### src/rtl/switch_debounce_led_ctrl_if.sv
// -----------------------------------------------------------------------------
// switch_debounce_led_ctrl_if
//   Groups the pad-side signals of the switch debouncer / LED controller.
//   The environment that drives the switches and the mode uses the master
//   modport. The debouncer block itself uses the slave modport.
//
//   Signals (NUM_CH channels):
//     i_Switch   [NUM_CH]  raw asynchronous switch levels (1 = pressed)
//     i_Mode     [2]       LED mode: 00 direct, 01 inverted, 10 toggle, 11 = 00
//     o_LED      [NUM_CH]  LED drive (1 = lit)
//     o_Press    [NUM_CH]  one-cycle pulse on debounced 0->1
//     o_Release  [NUM_CH]  one-cycle pulse on debounced 1->0
// -----------------------------------------------------------------------------
interface switch_debounce_led_ctrl_if #(
  parameter int NUM_CH = 4
) ();

  logic [NUM_CH-1:0] i_Switch;
  logic [1:0]        i_Mode;
  logic [NUM_CH-1:0] o_LED;
  logic [NUM_CH-1:0] o_Press;
  logic [NUM_CH-1:0] o_Release;

  // Switch/mode source side (board model or test environment).
  modport master (
    output i_Switch,
    output i_Mode,
    input  o_LED,
    input  o_Press,
    input  o_Release
  );

  // Debouncer / LED controller side.
  modport slave (
    input  i_Switch,
    input  i_Mode,
    output o_LED,
    output o_Press,
    output o_Release
  );

endinterface : switch_debounce_led_ctrl_if

### src/rtl/switch_debounce_led_ctrl.sv
// -----------------------------------------------------------------------------
// switch_debounce_led_ctrl
//   Takes NUM_CH raw board switches and passes each one through a two-flop
//   synchroniser and a stability-counter debouncer. It drives one LED per
//   channel. The LED follows a runtime-selected mode: direct, inverted, or
//   toggle-on-release. It also reports one-cycle press/release pulses taken
//   from the debounced level. All channels are fully independent.
//
//   Parameters:
//     NUM_CH          number of switch/LED channels (1..16)
//     DEBOUNCE_LIMIT  consecutive differing synchronised samples needed to
//                     accept a new level (>= 2)
//
//   Ports:
//     i_Clk    system clock, all logic on the rising edge
//     i_Rst_L  synchronous active-low reset
//     bus      slave side of switch_debounce_led_ctrl_if
//              (i_Switch, i_Mode in; o_LED, o_Press, o_Release out)
//
//   Timing: a clean step on i_Switch reaches the debounced level
//   DEBOUNCE_LIMIT+2 edges later. The press/release pulses follow one edge
//   after that. o_LED is a pure mux of registers, so a mode change shows up
//   in the same cycle.
// -----------------------------------------------------------------------------
module switch_debounce_led_ctrl #(
  parameter int NUM_CH         = 4,
  parameter int DEBOUNCE_LIMIT = 250000
) (
  input  logic                          i_Clk,
  input  logic                          i_Rst_L,
  switch_debounce_led_ctrl_if.slave     bus
);

  // A limit of 2 would give a one-bit counter. Keep the width at least 1.
  localparam int CNT_W = ($clog2(DEBOUNCE_LIMIT) < 1) ? 1 : $clog2(DEBOUNCE_LIMIT);
  localparam logic [CNT_W-1:0] CNT_MAX = CNT_W'(DEBOUNCE_LIMIT - 1);

  localparam logic [1:0] MODE_DIRECT = 2'b00;
  localparam logic [1:0] MODE_INVERT = 2'b01;
  localparam logic [1:0] MODE_TOGGLE = 2'b10;
  localparam logic [1:0] MODE_ALIAS  = 2'b11;

  // ---------------------------------------------------------------------------
  // State
  // ---------------------------------------------------------------------------
  logic [NUM_CH-1:0] sync1_r;     // first metastability flop
  logic [NUM_CH-1:0] sync2_r;     // synchronised switch level
  logic [NUM_CH-1:0] stable_r;    // accepted (debounced) level
  logic [NUM_CH-1:0] stable_d_r;  // debounced level one edge later, for edge detect
  logic [NUM_CH-1:0] press_r;
  logic [NUM_CH-1:0] release_r;
  logic [NUM_CH-1:0] toggle_r;
  logic [CNT_W-1:0]  cnt_r [NUM_CH];

  logic [NUM_CH-1:0] mismatch_s;
  logic [NUM_CH-1:0] rise_s;
  logic [NUM_CH-1:0] fall_s;
  logic [NUM_CH-1:0] led_s;

  // ---------------------------------------------------------------------------
  // LED source selection. Code 11 is an alias of direct, so that an
  // unexpected mode value still gives a sensible display.
  // ---------------------------------------------------------------------------
  function automatic logic [NUM_CH-1:0] led_select(
    input logic [1:0]        mode,
    input logic [NUM_CH-1:0] stable,
    input logic [NUM_CH-1:0] toggle
  );
    logic [NUM_CH-1:0] sel;
    sel = stable;
    case (mode)
      MODE_DIRECT: sel = stable;
      MODE_INVERT: sel = ~stable;
      MODE_TOGGLE: sel = toggle;
      MODE_ALIAS:  sel = stable;
      default:     sel = stable;
    endcase
    return sel;
  endfunction

  // Two-flop synchroniser for the asynchronous pad levels.
  always_ff @(posedge i_Clk) begin
    if (!i_Rst_L) begin
      sync1_r <= {NUM_CH{1'b0}};
      sync2_r <= {NUM_CH{1'b0}};
    end else begin
      sync1_r <= bus.i_Switch;
      sync2_r <= sync1_r;
    end
  end

  // A channel is counting whenever its synchronised level disagrees with the
  // accepted level.
  always_comb begin
    mismatch_s = sync2_r ^ stable_r;
  end

  // Per-channel stability counter. A change is accepted on the
  // DEBOUNCE_LIMIT-th consecutive mismatching sample. A single agreeing
  // sample clears the count (glitch rejection). The count never goes past
  // CNT_MAX, so it cannot wrap.
  always_ff @(posedge i_Clk) begin
    if (!i_Rst_L) begin
      stable_r <= {NUM_CH{1'b0}};
      for (int ch = 0; ch < NUM_CH; ch++) begin
        cnt_r[ch] <= {CNT_W{1'b0}};
      end
    end else begin
      for (int ch = 0; ch < NUM_CH; ch++) begin
        if (!mismatch_s[ch]) begin
          cnt_r[ch] <= {CNT_W{1'b0}};
        end else if (cnt_r[ch] == CNT_MAX) begin
          stable_r[ch] <= sync2_r[ch];
          cnt_r[ch]    <= {CNT_W{1'b0}};
        end else begin
          cnt_r[ch] <= cnt_r[ch] + {{(CNT_W-1){1'b0}}, 1'b1};
        end
      end
    end
  end

  // Edges of the debounced level, seen one edge after the level moved.
  always_comb begin
    rise_s = stable_r & ~stable_d_r;
    fall_s = ~stable_r & stable_d_r;
  end

  // Registered press/release pulses and the toggle state. The toggle state
  // flips on the same edge that raises o_Release. It runs in every mode, so
  // that selecting toggle mode later shows a history that is consistent.
  always_ff @(posedge i_Clk) begin
    if (!i_Rst_L) begin
      stable_d_r <= {NUM_CH{1'b0}};
      press_r    <= {NUM_CH{1'b0}};
      release_r  <= {NUM_CH{1'b0}};
      toggle_r   <= {NUM_CH{1'b0}};
    end else begin
      stable_d_r <= stable_r;
      press_r    <= rise_s;
      release_r  <= fall_s;
      toggle_r   <= toggle_r ^ fall_s;
    end
  end

  // LED drive is a mux of registered state and has no added latency. Because
  // of this, a mode change takes effect in the same cycle.
  always_comb begin
    led_s = led_select(bus.i_Mode, stable_r, toggle_r);
  end

  assign bus.o_LED     = led_s;
  assign bus.o_Press   = press_r;
  assign bus.o_Release = release_r;

endmodule : switch_debounce_led_ctrl
### src/flat_wrapper.sv
// flat-port wrapper written by rule: the top's interface ports become plain ports
module switch_debounce_led_ctrl_flat 
#(
  parameter int NUM_CH         = 4,
  parameter int DEBOUNCE_LIMIT = 250000
)
  (i_Clk, i_Rst_L, bus_i_Switch, bus_i_Mode, bus_o_LED, bus_o_Press, bus_o_Release);
  switch_debounce_led_ctrl_if #(.NUM_CH(NUM_CH)) bus_i ();
  input  logic i_Clk;
  input  logic i_Rst_L;
  input wire logic [$bits(bus_i.i_Switch)-1:0] bus_i_Switch;
  input wire logic [$bits(bus_i.i_Mode)-1:0] bus_i_Mode;
  output wire logic [$bits(bus_i.o_LED)-1:0] bus_o_LED;
  output wire logic [$bits(bus_i.o_Press)-1:0] bus_o_Press;
  output wire logic [$bits(bus_i.o_Release)-1:0] bus_o_Release;
  assign bus_i.i_Switch = bus_i_Switch;
  assign bus_i.i_Mode = bus_i_Mode;
  assign bus_o_LED = bus_i.o_LED;
  assign bus_o_Press = bus_i.o_Press;
  assign bus_o_Release = bus_i.o_Release;
  switch_debounce_led_ctrl #(.NUM_CH(NUM_CH), .DEBOUNCE_LIMIT(DEBOUNCE_LIMIT)) u_core (.i_Clk(i_Clk), .i_Rst_L(i_Rst_L), .bus(bus_i));
endmodule
### config.mk
export PLATFORM = sky130hd
export DESIGN_NAME = switch_debounce_led_ctrl_flat
export DESIGN_NICKNAME = d
export VERILOG_FILES = /design/src/rtl/switch_debounce_led_ctrl_if.sv /design/src/rtl/switch_debounce_led_ctrl.sv /design/src/flat_wrapper.sv
export SDC_FILE = /design/constraint.sdc
export NUM_CORES = 1
export LEC_CHECK = 0
export BUFFER_PORTS_ARGS = -buffer_cell sky130_fd_sc_hd__buf_2
export CAP_MARGIN = 5
export CORE_MARGIN = 3
export CORE_UTILIZATION = 56
export CTS_CLUSTER_SIZE = 40
export DETAILED_ROUTE_END_ITERATION = 10
export GPL_TIMING_DRIVEN = 0
export PLACE_DENSITY = 0.75
export SYNTH_ARGS = -nofsm -noshare
export SYNTH_HDL_FRONTEND = slang
export SYNTH_SLANG_ARGS = --single-unit
export TNS_END_PERCENT = 30
### constraint.sdc
create_clock -name i_Clk -period 2.4 [get_ports i_Clk]
set_input_delay 0.24 -clock i_Clk [delete_from_list [all_inputs] [get_ports i_Clk]]
set_output_delay 0.24 -clock i_Clk [all_outputs]
set_load 0.05 [all_outputs]
==> metrics.txt <==
run status finished clean; max cap viols 0; part of the power in registers 57.1%; die area 0.0101 mm²; Synth async-reset ratio 0%; Worst slew margin 47.6%; Internal Power 2.71 mW; Clock power frac 37.8%; Worst-Margin Slew 0.777 ns; crit end category register; Design Area, Final 0.00575 mm²; CTS tree yes; register area share after synthesis 54.4%; final-report setup violation count 0; first-pass GRT wire length 15,500 µm; FF/Latch Area 0.00272 mm²; area leader, netlist edfxtp_1; maximum VDD drop 0.000323 V; number of port buffers 19; starting density of the core 59.1%; synth unique cells 41; largest net degree at the start of global routing 16; Period Utilization, post-route 94.4%; Yosys reg bits 100; Reg clk slew, reported paths 0.09 ns; Root Driver clkbuf_8; Worst Path Class, Setup reg -> reg; core box area 0.00846 mm²; DRC violations left 0; area share of the largest cell type after synthesis 43.2%; Via-to-Cell Ratio 5.20; dpl hpwl 6640 µm; antenna violations before repair 0; Worst-Skew Late Latency 0.36 ns; RSZ-0062 raised after global routing false; Net Sw Frac 21.2%; # Post-CTS Setup Buffers 0; vias in the first global route 3,491; Power Density 599 mW/mm²; Post-Syn Area 0.00500 mm²; Antenna Violating Nets Remaining 0; prevailing post-synth register cell edfxtp_1; Achievable Freq 0.441 GHz; area grow syn2layout 15.0%; Crit Path Max Fanout 10; TNS Setup 0 ns; initial drt markers 94; fraction of layout cells with a size suffix above 1 8.93%; placer congestion estimate 0.829; H-tree depth 3; Gate Count Post-Synth 476; Hold Vio Cnt, Final 0; combinational power share 5.1%; Num CTS Buffers 9; vias 3,569; grt ovf 0; CTS Buffer Depth 2; drt pass-1 iters 4; I/O Pins 20; critical path arrival 2.38 ns; site row count 33; Post-synth EDFFs 72; required time worst endpoint 2.51 ns; syn avg cell area 10.5 µm²; Die X 101 µm; YS warnings 0; Worst Clk Skew 0.00817 ns; dpl cell area 0.00550 mm²; filler cell count 666; GRT Total Usage 19.1%; Net Switching 0.731 mW; routed wire length 8990 µm; Slew Viols, Final 0; Hold WC Path Type in -> reg; die outline height 101 µm; leakage 2.06 nW; final worst path period need 2.27 ns; n_diodes 0; multi-input combinational cell area 0.00241 mm²; wire length per cell 13.1 µm; Clock Sinks 100; hold buffers post-CTS 0; final net count 591; Setup crit start kind register; synth top area cells edfxtp_1 43%, dfxtp_1 11%, xnor2_1 8.4%
worst paths after layout:
| path | cells after the start | endpoint | slack (ns) | startpoint |
|---|---|---|---|---|
| max | 7 | u_core.cnt_r[0][32] | 0.13 | u_core.cnt_r[0][18] |
| min | 2 | u_core.sync1_r[3] | 0.09 | bus_i_Switch[3] |
| max reg2reg | 7 | u_core.cnt_r[0][32] | 0.13 | u_core.cnt_r[0][18] |
| min reg2reg | 1 | u_core.bus.o_Press[0] | 0.42 | u_core.stable_d_r[0] |
layout make-up:
| class | instances | share of cell area, % |
|---|---|---|
| multi-input cells | 416 | 41.9 |
| clock inverters | 5 | 1.70 |
| inverters | 18 | 1.17 |
| well taps | 105 | 2.28 |
| repair buffers | 19 | 1.65 |
| plain buffers | 13 | 1.30 |
| clock buffers | 11 | 2.63 |
| flip-flops and latches | 100 | 47.3 |
registers in the layout, indices dropped and copies added, names as in the netlist:
name and count:
u_core.stable_d_r 4, u_core.stable_r 4, u_core.toggle_r 4, u_core.bus.o_Press 4, u_core.bus.o_Release 4, u_core.cnt_r 72, u_core.sync1_r 4, u_core.sync2_r 4
worst max-delay path, stage by stage, from the launching register on:
cell	delay, ns
edfxtp_1	0.42
ha_1	0.16
buf_2	0.18
nand3_1	0.12
or4_1	0.56
o211ai_4	0.33
buf_6	0.19
nor2_1	0.05
cells in the mapped netlist (all sizes together), types with 2 or more instances:
master  number
o41ai        3
buf          7
o31ai        2
or3          3
o21ai        3
ha           6
xnor2       48
nor4        25
nand2b       5
and3         2
nor3        12
and4         3
clkbuf       6
or2          3
nand2       31
or4          5
dfxtp       28
a221oi       4
nor4b        3
nor2        87
a21oi       10
nand3       29
xor2        18
edfxtp      72
mux2i        4
and2        14
inv         18
nand4       19
per-stage QoR:
step / instances / hold WS [ns] / utilization [%] / total power, mW / setup WS, ns
5_1_grt: 687 / 0.0951 / 68.0 / 3.57 / 0.0221
3_5_place_dp: 671 / 0.402 / 64.9 / 2.18 / 0.0922
4_1_cts: 687 / 0.0886 / 67.9 / 3.46 / 0.0728
3_3_place_gp: 671 / 0.401 / 64.9 / 2.17 / 0.113
6_report: 687 / 0.0943 / 68.0 / 3.45 / 0.135
2_1_floorplan: 547 / 0.367 / - / 2.13 / 0.338
metal layers:
layer | up-vias | share of wire, % | global-route usage (%)
li1 | 1825 | - | -
met1 | 1668 | 46 | 25.5
met2 | 61 | 48 | 31.2
met3 | 15 | 4.2 | 4.08
met4 | 0 | 1.6 | 5.91
met5 | - | 0 | 0
cells by family after synthesis:
kind of cell    Yosys count  share of synthesized area (%)
simple gates            245                           24.8
flops                   100                           54.4
xor+xnor                 66                           11.6
buf+inv                  31                           2.85
compound gates           23                           3.98
fa+ha+maj                 6                           1.50
mux                       4                          0.800
other cells               1                         0.0749
power by group through the flow:
stage,clock network (mW),logic (mW),registers (mW)
floorplan,0,0.136,1.99
global placement,0,0.168,2.00
detailed placement,0,0.171,2.01
CTS,1.32,0.172,1.97
global route,1.39,0.201,1.98
finish,1.30,0.175,1.97
placed cells by master, fill, tap and decap left out, types with 3 or more instances in the layout:
master / synthesis / routed
conb_1: 1 / 72
nor4_1: 25 / 25
inv_1: 18 / 18
clkbuf_1: 6 / 6
xnor2_1: 48 / 48
nand2b_1: 5 / 5
buf_2: 3 / 22
nand4_1: 17 / 17
nor3_1: 12 / 12
nand2_1: 31 / 31
ha_1: 6 / 6
nand3_1: 28 / 28
a21oi_1: 10 / 10
or2_2: 3 / 3
dfxtp_1: 28 / 28
nor2_1: 87 / 87
xor2_1: 18 / 18
mux2i_1: 4 / 4
or4_1: 4 / 4
bufinv_16: 0 / 3
and2_1: 14 / 14
clkbuf_8: 0 / 11
edfxtp_1: 72 / 72
o21ai_0: 3 / 3
a221oi_1: 4 / 4
and4_1: 3 / 3
or3_1: 3 / 3
what timing repair did:
action / in CTS / in global routing
endpoints found under the setup margin: 0 / 10
endpoints found under the hold margin: 0 / 0
gates resized for setup: 0 / 1
No activity file was read; power rests on OpenSTA's default activity.
